==> src/rtl/nrisk_pkg.sv <==
// -----------------------------------------------------------------------------
// nrisk_pkg
//
// Shared definitions for the nRisk 8-bit datapath.
//
// Contents:
//   LARGURA_PADRAO - default datapath word width, in bits.
//   estado_br_t    - register bank state:
//                      LIMPANDO = the clear engine is zeroing the bank,
//                      PRONTO   = the bank is usable.
// -----------------------------------------------------------------------------
package nrisk_pkg;

    localparam int unsigned LARGURA_PADRAO = 8;

    typedef enum logic [0:0] {
        LIMPANDO,
        PRONTO
    } estado_br_t;

endpackage

==> src/rtl/banco_registradores.sv <==
// -----------------------------------------------------------------------------
// banco_registradores
//
// Register bank for the nRisk datapath. It has two registered read ports and
// one write port. A write to the register being read in the same cycle is
// bypassed to the read port. Register 0 can optionally be hardwired to zero.
// A sequential clear engine zeroes the whole bank after reset, and again
// whenever a clear is requested.
//
// Parameters:
//   LARGURA  - bits per register.
//   NREG     - register count. Must be a power of two and at least 2.
//   R0_ZERO  - 1: register 0 always reads 0 and ignores writes.
//              0: register 0 is an ordinary register.
//
// Ports:
//   clock          in   single clock; all state changes on its rising edge
//   reset          in   synchronous, active-high reset
//   limpar         in   request a full bank clear (sampled only when ready)
//   sinal          in   write enable
//   reg_escrita    in   write address
//   valor_escrita  in   write data
//   reg_leitura_a  in   read address, port A
//   reg_leitura_b  in   read address, port B
//   valor_a        out  registered read data, port A
//   valor_b        out  registered read data, port B
//   pronto         out  1 = bank usable
// -----------------------------------------------------------------------------
module banco_registradores
    import nrisk_pkg::*;
#(
    parameter int unsigned LARGURA = LARGURA_PADRAO,
    parameter int unsigned NREG    = 4,
    parameter bit          R0_ZERO = 1'b1,
    localparam int unsigned AW     = $clog2(NREG)
) (
    input  logic               clock,
    input  logic               reset,
    input  logic               limpar,
    input  logic               sinal,
    input  logic [AW-1:0]      reg_escrita,
    input  logic [LARGURA-1:0] valor_escrita,
    input  logic [AW-1:0]      reg_leitura_a,
    input  logic [AW-1:0]      reg_leitura_b,
    output logic [LARGURA-1:0] valor_a,
    output logic [LARGURA-1:0] valor_b,
    output logic               pronto
);

    // Check the parameters when the design is built.
    if (NREG < 2 || (NREG & (NREG - 1)) != 0) begin : g_nreg_invalido
        $error("banco_registradores: NREG must be a power of two >= 2");
    end

    // -------------------------------------------------------------------------
    // State
    // -------------------------------------------------------------------------
    logic [LARGURA-1:0] b [NREG];

    estado_br_t         estado_q, estado_d;
    logic [AW-1:0]      ponteiro_q, ponteiro_d;
    logic               pronto_d;
    logic [LARGURA-1:0] valor_a_d, valor_b_d;

    // Write actually performed this cycle. A clear request in the same cycle
    // discards the write. A write to register 0 is dropped when that register
    // is hardwired.
    logic escrita_ok;
    logic ultimo;

    assign escrita_ok = (estado_q == PRONTO) && sinal && !limpar &&
                        !(R0_ZERO && (reg_escrita == '0));

    assign ultimo = (ponteiro_q == AW'(NREG - 1));

    // -------------------------------------------------------------------------
    // Read with bypass. All inputs are passed as arguments, so the caller's
    // always_comb sees every dependency.
    // -------------------------------------------------------------------------
    function automatic logic [LARGURA-1:0] ler(
        input logic [AW-1:0]      endereco,
        input logic [LARGURA-1:0] palavra,
        input logic               escreve,
        input logic [AW-1:0]      end_escrita,
        input logic [LARGURA-1:0] dado_escrita
    );
        logic [LARGURA-1:0] resultado;
        if (R0_ZERO && (endereco == '0)) begin
            resultado = '0;
        end else if (escreve && (endereco == end_escrita)) begin
            resultado = dado_escrita;
        end else begin
            resultado = palavra;
        end
        return resultado;
    endfunction

    // -------------------------------------------------------------------------
    // Next-state logic
    // -------------------------------------------------------------------------
    always_comb begin
        estado_d   = estado_q;
        ponteiro_d = ponteiro_q;
        valor_a_d  = '0;
        valor_b_d  = '0;

        unique case (estado_q)
            LIMPANDO: begin
                // Clear one word per cycle. The last word hands over to PRONTO.
                // Read data stays at zero for the whole clear.
                ponteiro_d = ponteiro_q + AW'(1);
                if (ultimo) begin
                    estado_d = PRONTO;
                end
            end
            PRONTO: begin
                if (limpar) begin
                    estado_d   = LIMPANDO;
                    ponteiro_d = '0;
                end
                valor_a_d = ler(reg_leitura_a, b[reg_leitura_a], escrita_ok,
                                reg_escrita, valor_escrita);
                valor_b_d = ler(reg_leitura_b, b[reg_leitura_b], escrita_ok,
                                reg_escrita, valor_escrita);
            end
            default: begin
                estado_d   = LIMPANDO;
                ponteiro_d = '0;
            end
        endcase

        // pronto is registered. It goes high on the same edge the FSM enters
        // PRONTO.
        pronto_d = (estado_d == PRONTO);
    end

    // -------------------------------------------------------------------------
    // Control and output registers
    // -------------------------------------------------------------------------
    always_ff @(posedge clock) begin
        if (reset) begin
            estado_q   <= LIMPANDO;
            ponteiro_q <= '0;
            valor_a    <= '0;
            valor_b    <= '0;
            pronto     <= 1'b0;
        end else begin
            estado_q   <= estado_d;
            ponteiro_q <= ponteiro_d;
            valor_a    <= valor_a_d;
            valor_b    <= valor_b_d;
            pronto     <= pronto_d;
        end
    end

    // -------------------------------------------------------------------------
    // Storage. Reset does not touch the contents; the clear engine that runs
    // right after reset zeroes them.
    // -------------------------------------------------------------------------
    always_ff @(posedge clock) begin
        if (!reset) begin
            if (estado_q == LIMPANDO) begin
                b[ponteiro_q] <= '0;
            end else if (escrita_ok) begin
                b[reg_escrita] <= valor_escrita;
            end
        end
    end

endmodule

==> config.mk <==
export PLATFORM = sky130hd
export DESIGN_NAME = banco_registradores
export DESIGN_NICKNAME = d
export VERILOG_FILES = /design/src/rtl/nrisk_pkg.sv /design/src/rtl/banco_registradores.sv
export SDC_FILE = /design/constraint.sdc
export NUM_CORES = 1
export LEC_CHECK = 0
export ABC_CLOCK_PERIOD_IN_PS = 3600
export CAP_MARGIN = 5
export CORE_MARGIN = 5
export CORE_UTILIZATION = 55
export DETAILED_ROUTE_END_ITERATION = 7
export GPL_ROUTABILITY_DRIVEN = 0
export PLACE_DENSITY = 0.78
export SYNTH_ARGS = -nofsm -noshare
export SYNTH_HDL_FRONTEND = slang
export SYNTH_SLANG_ARGS = --single-unit
==> constraint.sdc <==
create_clock -name clock -period 3.6 [get_ports clock]
set_input_delay 0.54 -clock clock [delete_from_list [all_inputs] [get_ports clock]]
set_output_delay 0.54 -clock clock [all_outputs]
set_load 0.02 [all_outputs]
After elaboration in Yosys (flattened, before gate mapping)
Memories as Yosys holds them, arrays and structs flattened. A register that Yosys moved wholly into a read port is not among the register bits.
Cells that the tools add are included.
- register bits: 3
- RAM bits: 32
- input bits: 18
- output and inout port bits: 17
- word-level logic and storage cells: 33
- memories kept: 1
- memories (name ; depth ; bits a word ; read ports ; clocked after memory_dff ; wr ports ; RTL line ; text):
    b ; 4 ; 8 ; 2 ; 2 ; 1 ; banco_registradores.sv:58 ; logic [LARGURA-1:0] b [NREG];
- add/subtract/negate cells: 1
- eq/ne operators: 2
- mux-type cells: 15
- bitwise logic cells: 1
- reduce and logical (&&, ||, !) cells: 11
- operator list (cell ; count):
    2-to-1 mux 1 bit ; 10
    2-to-1 mux 8 bit ; 1
    OR reduction 8 bit ; 1
    zero test 2 bit ; 3
    OR reduction 3 bit ; 2
    2-to-1 mux 2 bit ; 2
    one-hot mux 2 bit (2 select lines) ; 1
    logical AND 1 bit ; 3
    adder 2 x 1 -> 2 bit, second input constant ; 1
    == test 2 bit, second input constant ; 1
    zero test 1 bit ; 2
    inequality test 2 bit, second input constant ; 1
    one-hot mux 1 bit (2 select lines) ; 1
    inverter 1 bit ; 1

Depth between registers and ports, before layout
- depth in word-level cells: 9
- gate-level depth with buffers: 6
- gate-level depth less buffers: 5

Least setup slack after synthesis
No wires, ideal clock.
- kind: input-to-reg
- start: input port reset
- end: memory b[0][0] in the netlist's numbering (enable)
- setup time: 0.395 ns
- arrival time: 2.031 ns
- data required time: 3.205 ns
- slack: 1.174 ns
- cell stages on the path: 6
- buffers on the path: 1
- cell sequence: buf_6 and4bb_4 nand2_1 nand2_1 nand2_1 nor4_1
- word-level cells in the longest chain between the ends: 4
- elaborated cells between the ends (all ways): 7
- classes of those cells: mux: 6; reduce/logical: 1
- RTL lines (element ; RTL line ; text):
    start, declared ; banco_registradores.sv:38 ; input logic reset,
    2-to-1 mux 1 bit ; banco_registradores.sv:161 ; if (!reset) begin
    2-to-1 mux 1 bit (not written as such) ; banco_registradores.sv:165 ; b[reg_escrita] <= valor_escrita;
    OR reduction 8 bit (no source line) ; -- ;
    2-to-1 mux 2 bit (no source line) or 2-to-1 mux 1 bit (tied branches) ; -- ;
    end, declared ; banco_registradores.sv:58 ;
Parallel ways exist; a longest one is shown, timed or not.

Final worst setup path
- start: input port reset
- end: register valor_b[2], read port of b
- word-level cells in the longest chain between the ends: 1
- RTL lines (element ; RTL line ; text):
    OR reduction 3 bit (no source line) ; -- ;
    end, declared ; banco_registradores.sv:46 ; output logic [LARGURA-1:0] valor_b,
No other way between the ends.
A chain may end at the register's enable or synchronous reset.

==> out/metrics.yaml <==
place:
  io_buffer_count: 34
  placed_cells: 250
  hpwl_mm: 3.55
sta:
  finalClockSkew_ps: 9.89
  finalCriticalPeriod_ps: 2450
  slew-limit-headroom: 0.499
  post-route-period-util: 0.681
  rsz0062_at_grt: "no"
  tightest_slew_ps: 750
  setup_viol: 0
  slew_violations: 0
  final.setup.tns_ps: 0
  finalHoldViolCount: 0
  fmax_mhz: 408
yosys:
  yosys.area_share.simple: 0.120
  postSynthRegisterBits: 51
  synth_top_family_by_area: "multiplexers"
  syn-instance-count: 172
  yosysUniqueCellTypes: 29
  synth_nets: 191
  ys.warnings.count: 0
  syn_avg_cell_area_sq_um: 13.7
  synthXorXnorAreaFrac: 0
  ys_seq_area_frac: 0.570
  syn_area_sq_mm: 0.00235
  synthAdderAreaFrac: 0.00532
  synth_compound_area_frac: 0.0532
  muxShareOfSynthArea: 0.221
routing:
  dr.pass1.iters: 4
  via_count: 1502
  wl_mm: 5.14
  wl_per_cell_um: 19.9
  ant_nets: 0
  drt_iter0_markers: 98
  routed_via_density: 5.82
  remaining_drc_errors: 0
clock_network:
  postCtsSetupRepairBufs: 0
  clk_pin_slew_ps: 100
  cts_root_buffer: "clkbuf_8"
  ctsResizeCount: 0
  htreeDepth: 2
  cts_num_sinks: 51
  cts_hold_buf: 0
  cts_buffers: 5
  clk_latency_ps: 300
  clockBufferDepth: 2
  cts_tree: "built"
setup_path:
  r2r_slack_ps: 1530
  critPathKind: "input pin to flop"
  crit_chain: "clkdlybuf4s50_1 > and4bb_4 > and2_4 > or3_4 > a21oi_4 > mux2i_1"
  worstPathArrival_ps: 2670
  critPathMaxStageDelay_ps: 600
  critPathCaptureType: "flop"
  cp.required_ps: 3810
  path_max_fanout: 9
  critPathLaunchType: "input pin"
  cpMaxStageDelayCell: "clkdlybuf4s50_1"
global_routing:
  grt_pass1_vias: 1645
  antenna_found_initial: 0
  overflow: 0
  grt_usage: 0.202
  grt_pass1_wl_mm: 8.22
  grt_max_degree: 17
finish:
  ff_latch_area_sq_mm: 0.00134
  drive_above_1_share: 0.163
  fill_cells: 293
  n_antenna_cell: 0
  nets: 226
  layout_common_cells: "clkdlybuf4s50_1 (34), edfxtp_1 (32), nand2_1 (30)"
  fin_cells: 258
  multi_input_area_sq_um: 941
  final_common_cell: "clkdlybuf4s50_1"
  area_delta_synth_final_pct: 19.7
die:
  core_sq_mm: 0.00409
  initial_core_util: 0.576
  io_pins: 35
  die_w_um: 75.4
  dieHeight_um: 75.4
  die_area_sq_mm: 0.00568
  rows: 23
run:
  maxCapViolCount: 0
power_and_ir_drop:
  ir_worst_vdd_mv: 0.278
  power.density_mw_per_mm2: 400
  leakagePower_uw: 0.000983
run_status:
  status: "finished, final reports clean"
hold_path:
  hp-class: "flop to flop"
[worst max-delay path, delay by kind of cell]
family	cells	cell delay, ps
buf+inv	1	600
mux	1	280
compound gates	1	380
simple gates	3	850
[synthesized netlist by cell type]
cell / count / area (sq um)
a21boi_2: 1 / 11.3
a21oi_1: 2 / 10.0
a21oi_4: 2 / 32.5
a32o_1: 3 / 30.0
and2_1: 2 / 12.5
and2_4: 1 / 8.76
and4bb_4: 1 / 16.3
buf_2: 2 / 10.0
buf_6: 1 / 11.3
clkbuf_1: 5 / 18.8
dfxtp_1: 19 / 380
edfxtp_1: 32 / 961
ha_1: 1 / 12.5
inv_1: 8 / 30.0
mux2i_1: 16 / 160
mux4_2: 16 / 360
nand2_1: 30 / 113
nand2b_1: 2 / 12.5
nand3_1: 5 / 25.0
nand3b_1: 2 / 15.0
nor2_1: 9 / 33.8
nor2b_1: 2 / 12.5
nor3_1: 1 / 5.00
nor4_1: 1 / 6.26
o21a_1: 1 / 7.51
o21ai_0: 3 / 15.0
o21ba_2: 1 / 10.0
o32ai_1: 1 / 8.76
or3_4: 2 / 22.5
[registers in the layout, summed over array words and instances, names as in the netlist]
name	flops
valor_b	8
estado_q	1
ponteiro_q	2
b	32
valor_a	8
[through the flow]
step	total power, uW	cell area (sq um)	worst slack (ps)	util	hold slack [ps]
floorplan	762	2350	1170	-	511
global placement	810	2730	914	0.668	557
detailed placement	815	2730	841	0.668	560
CTS	1130	2820	1150	0.689	578
global route	1180	2820	1060	0.689	621
finish	1130	2820	1150	0.689	575
[where the power goes]
part | internal [uW] | switching (uW) | leakage [uW] | total (uW)
clock | 137 | 187 | 0.0000488 | 323
combinational | 74.7 | 69.9 | 0.000486 | 145
sequential | 643 | 14.6 | 0.000449 | 657
[routing by layer]
metal  vias up  GRT usage  part of all wire
met3         6     0.0475             0.058
met1       746      0.245              0.40
li1        709          -                 -
met2        41      0.349              0.53
met5         -          0                 0
met4         0     0.0757             0.013
[worst paths after layout]
| check | start | depth (start not counted) | endpoint |
|---|---|---|---|
| max | reset | 6 | valor_b[2] |
| min | ponteiro_q[1] | 2 | ponteiro_q[1] |
| min reg2reg | ponteiro_q[1] | 2 | ponteiro_q[1] |
| max reg2reg | estado_q | 5 | valor_b[2] |
[cell families after synthesis]
family	after synthesis
muxes	32
AOI/OAI and AO/OA	14
and+or+nand+nor	58
buffers and inverters	16
adders and majority gates	1
DFF	51
[area by class of cell]
type,instances,share of cell area
tap,50,0.0222
timing repair buffer,36,0.126
multi-input combinational,105,0.334
inverter,8,0.0107
clock buffer,5,0.0244
sequential,51,0.476
clock inverter,3,0.00622
Power figures use the tool's default switching activity.
==> RTL edit 1: new RTL, same settings <==
`LARGURA_PADRAO`: 8 -> 4.
--- a/src/rtl/nrisk_pkg.sv
+++ b/src/rtl/nrisk_pkg.sv
@@ -11,7 +11,7 @@
 // -----------------------------------------------------------------------------
 package nrisk_pkg;
 
-    localparam int unsigned LARGURA_PADRAO = 8;
+    localparam int unsigned LARGURA_PADRAO = 4;
 
     typedef enum logic [0:0] {
         LIMPANDO,
Ports: changed (resized valor_a, valor_b and valor_escrita); port bits go from 35 to 23. No check against the original RTL was run, so the function may have changed too.
==> RTL edit 1 against the original RTL <==
Die area decreased by 35%; non-clock buffer count decreased by 12; routed wire length decreased by 44%; total power decreased by 49%; maximum frequency increased by 1.5%; core utilization decreased by 0.93 points; critical path depth unchanged; design area decreased by 41%; sequential cell count decreased by 24; area after synthesis decreased by 40%; setup slack improved by 0.036 ns; largest cell class unchanged.
==> RTL edit 1: results <==
set metrics [dict create \
    port_buffers 22 \
    grt.met1_usage 0.235 \
    wl_met1_microns 1290 \
    layout-drive-gt1-share 0.125 \
    drt_pre_antenna_iters 5 \
    syn_nets 137 \
    drt-total-wl_microns 2870 \
    place_area_sq_mm 0.00164 \
    status "finished clean" \
    grt_usage 0.173 \
    layout.nets 160 \
    tightest_slew_ns 0.504 \
    via_per_inst 5.94 \
    layout_setup_ws_ns 1.18 \
    clk_pin_slew_worst_paths_ns 0.14 \
    reg2reg_to "b[2][3]" \
    ys_types 35 \
    yosys-top-cells-count "nand2_1, edfxtp_1, dfxtp_1, mux2i_1, inv_1" \
    fin_skew_ns 0.00263 \
    grt_first_pass_wirelength_microns 4700 \
    h-tree-depth 1 \
    synth_edf_count 16 \
    use_met3 0.0426 \
    dp.cells 170 \
    n_fill_cell 197 \
    postSynthCellCount 122 \
    root_buffer "clkbuf_4" \
    clock_latency_ns 0.32 \
    dp_slack_ns 0.837 \
    ys_seq_area_frac 0.498 \
    drt_iter0_markers 32 \
    synth_adder_area_share 0.00889 \
    reg_top3 "b x16, valor_a x4, valor_b x4" \
    grt_pass1_vias 1028 \
    r2r_slack_ns 1.42 \
    synth_area_leaders "edfxtp_1, dfxtp_1, mux4_2" \
    arrival_ns 2.48 \
    top_layer "met4" \
    grt_max_degree 16 \
    wl_met3_microns 185 \
    leakagePower_nw 0.626 \
    wire_per_inst_microns 16.5 \
    cts_buffers 3 \
    vdd_ir_drop_max_v 0.000323 \
    grtUsageMet2 0.282 \
    clockBufferDepth 2 \
    synth_compound_area_frac 0.126 \
    wl_met2_microns 1370 \
    place_hpwl_microns 2140 \
]
[RTL edit 1: changes by cell type in the layout (fill, tap and decap cells not counted), moves of 5 or more]
| cell | unedited run | this run |
|---|---|---|
| clkbuf_8 | 5 | 0 |
| clkdlybuf4s50_1 | 34 | 22 |
| dfxtp_1 | 19 | 11 |
| edfxtp_1 | 32 | 16 |
| mux2i_1 | 16 | 8 |
| mux4_2 | 16 | 4 |
| nand2_1 | 30 | 18 |
| nor2_1 | 9 | 3 |
[RTL edit 1: worst max-delay path: stages]
cell and delay (ns):
clkdlybuf4s50_1 0.58, nor4bb_4 0.54, and2_1 0.29, nor2_1 0.09, o41ai_1 0.25, buf_4 0.19
[RTL edit 1: where the power goes]
group | internal, mW | switching (mW) | leakage [nW]
Combinational | 0.0486 | 0.0465 | 0.358
Sequential | 0.338 | 0.00931 | 0.250
Clock | 0.0417 | 0.0888 | 0.0177
Total | 0.428 | 0.145 | 0.626
[RTL edit 1: worst min-delay path by stage]
stage | start | slack, ns | end
3_3_place_gp | ponteiro_q[1] | 0.55 | ponteiro_q[1]
5_1_grt | ponteiro_q[1] | 0.61 | ponteiro_q[1]
2_1_floorplan | ponteiro_q[1] | 0.51 | ponteiro_q[1]
4_1_cts | ponteiro_q[1] | 0.58 | ponteiro_q[1]
6_report | ponteiro_q[1] | 0.59 | ponteiro_q[1]
3_5_place_dp | ponteiro_q[1] | 0.56 | ponteiro_q[1]
[RTL edit 1: layout make-up]
class | instances | area (sq um) | share of cell area
timing repair buffer | 24 | 235 | 0.141
clock buffer | 3 | 22.5 | 0.0135
clock inverter | 1 | 5.00 | 0.00300
sequential | 27 | 701 | 0.420
inverter | 6 | 22.5 | 0.0135
tap | 30 | 37.5 | 0.0225
multi-input combinational | 83 | 646 | 0.387
==> RTL edit 2: new RTL, config.mk and constraints unchanged <==
Made on the original files. Add an input register stage for `reg_leitura_a`; this delays it by one clock. The other inputs are not delayed to match.
--- a/src/rtl/banco_registradores.sv
+++ b/src/rtl/banco_registradores.sv
@@ -46,6 +46,12 @@
     output logic [LARGURA-1:0] valor_b,
     output logic               pronto
 );
+
+    logic [AW-1:0] reg_leitura_a_q;
+
+    always_ff @(posedge clock) begin
+        reg_leitura_a_q <= reg_leitura_a;
+    end
 
     // Check the parameters when the design is built.
     if (NREG < 2 || (NREG & (NREG - 1)) != 0) begin : g_nreg_invalido
@@ -118,7 +124,7 @@
                     estado_d   = LIMPANDO;
                     ponteiro_d = '0;
                 end
-                valor_a_d = ler(reg_leitura_a, b[reg_leitura_a], escrita_ok,
+                valor_a_d = ler(reg_leitura_a_q, b[reg_leitura_a_q], escrita_ok,
                                 reg_escrita, valor_escrita);
                 valor_b_d = ler(reg_leitura_b, b[reg_leitura_b], escrita_ok,
                                 reg_escrita, valor_escrita);
Check against the original RTL: not equivalent (a bounded check fails within 10 cycles, from zero or initial values and one cycle with reset high).
==> RTL edit 2 against the original RTL <==
Area after synthesis is 0.48% higher; clock power is 21% higher; clock skew is 0.0015 ns lower; total power is 7.9% higher; register-to-register slack worse by 0.20 ns; setup slack worse by 0.13 ns; sequential cell count is 2 higher; design area is 1.8% higher; die area is 0.42% higher; routed wire length is 2.1% higher; largest cell class unchanged.
==> RTL edit 2: results <==
set metrics [dict create \
    status "finished clean" \
    ys_types 30 \
    vias 1493 \
    ys_seq_area_frac 0.584 \
    clock_power_share 0.322 \
    wl_met2_microns 2830 \
    tightest_slew_ns 0.726 \
    seq_area_sq_mm 0.00138 \
    n_fill_cell 282 \
    via_per_inst 5.79 \
    swShare 0.221 \
    grt.met1_usage 0.240 \
    arrival_ns 2.52 \
    place_hpwl_microns 3650 \
    synth_compound_area_frac 0.0381 \
    leakagePower_nw 1.07 \
    layout-drive-gt1-share 0.168 \
    dp_slack_ns 0.727 \
    fin_skew_ns 0.00836 \
    synth_adder_area_share 0.00529 \
    yosys-top-cells-count "edfxtp_1, nand2_1, dfxtp_1, mux2i_1, mux4_2" \
    grt_pass1_vias 1662 \
    grt_usage 0.207 \
    crit_end "b[1][6]" \
    critPathMaxFanout 8 \
    rr_worst_depth 4 \
    place_area_sq_mm 0.00276 \
    holdWs_ns 0.561 \
    wl_met3_microns 369 \
    use_met3 0.0462 \
    finalCriticalPeriod_ns 2.58 \
    grt_first_pass_wirelength_microns 8290 \
    clk_pin_slew_worst_paths_ns 0.08 \
    syn_nets 188 \
    clock_latency_ns 0.31 \
    synth_area_leaders "edfxtp_1, dfxtp_1, mux4_2" \
    postSynthCellCount 169 \
    min_from "ponteiro_q[1]" \
    vdd_ir_drop_max_v 0.000206 \
    r2r_slack_ns 1.33 \
    grt_max_degree 16 \
    comb_power_mw 0.138 \
    synth_mux_area_frac 0.229 \
    grtUsageMet2 0.367 \
    p_switching_mw 0.269 \
    drt_iter0_markers 71 \
]
-- RTL edit 2: area by class of cell --
| class | count | area share |
|---|---|---|
| Timing Repair Buffer | 38 | 0.129 |
| Clock inverter | 2 | 0.0118 |
| Inverter | 9 | 0.0118 |
| Clock buffer | 6 | 0.0253 |
| Multi-Input combinational cell | 100 | 0.318 |
| Tap cell | 50 | 0.0218 |
| Sequential cell | 53 | 0.482 |
-- RTL edit 2: worst max-delay path, cell delays in order --
cell and delay (ns):
clkdlybuf4s50_1 0.54, nor4bb_4 0.38, a21boi_2 0.15, or2_2 0.32
nor2_1 0.58
-- RTL edit 2: worst min-delay path by stage --
stage	end
2_1_floorplan	ponteiro_q[1]
3_3_place_gp	ponteiro_q[1]
3_5_place_dp	ponteiro_q[1]
4_1_cts	ponteiro_q[1]
5_1_grt	ponteiro_q[1]
6_report	ponteiro_q[1]
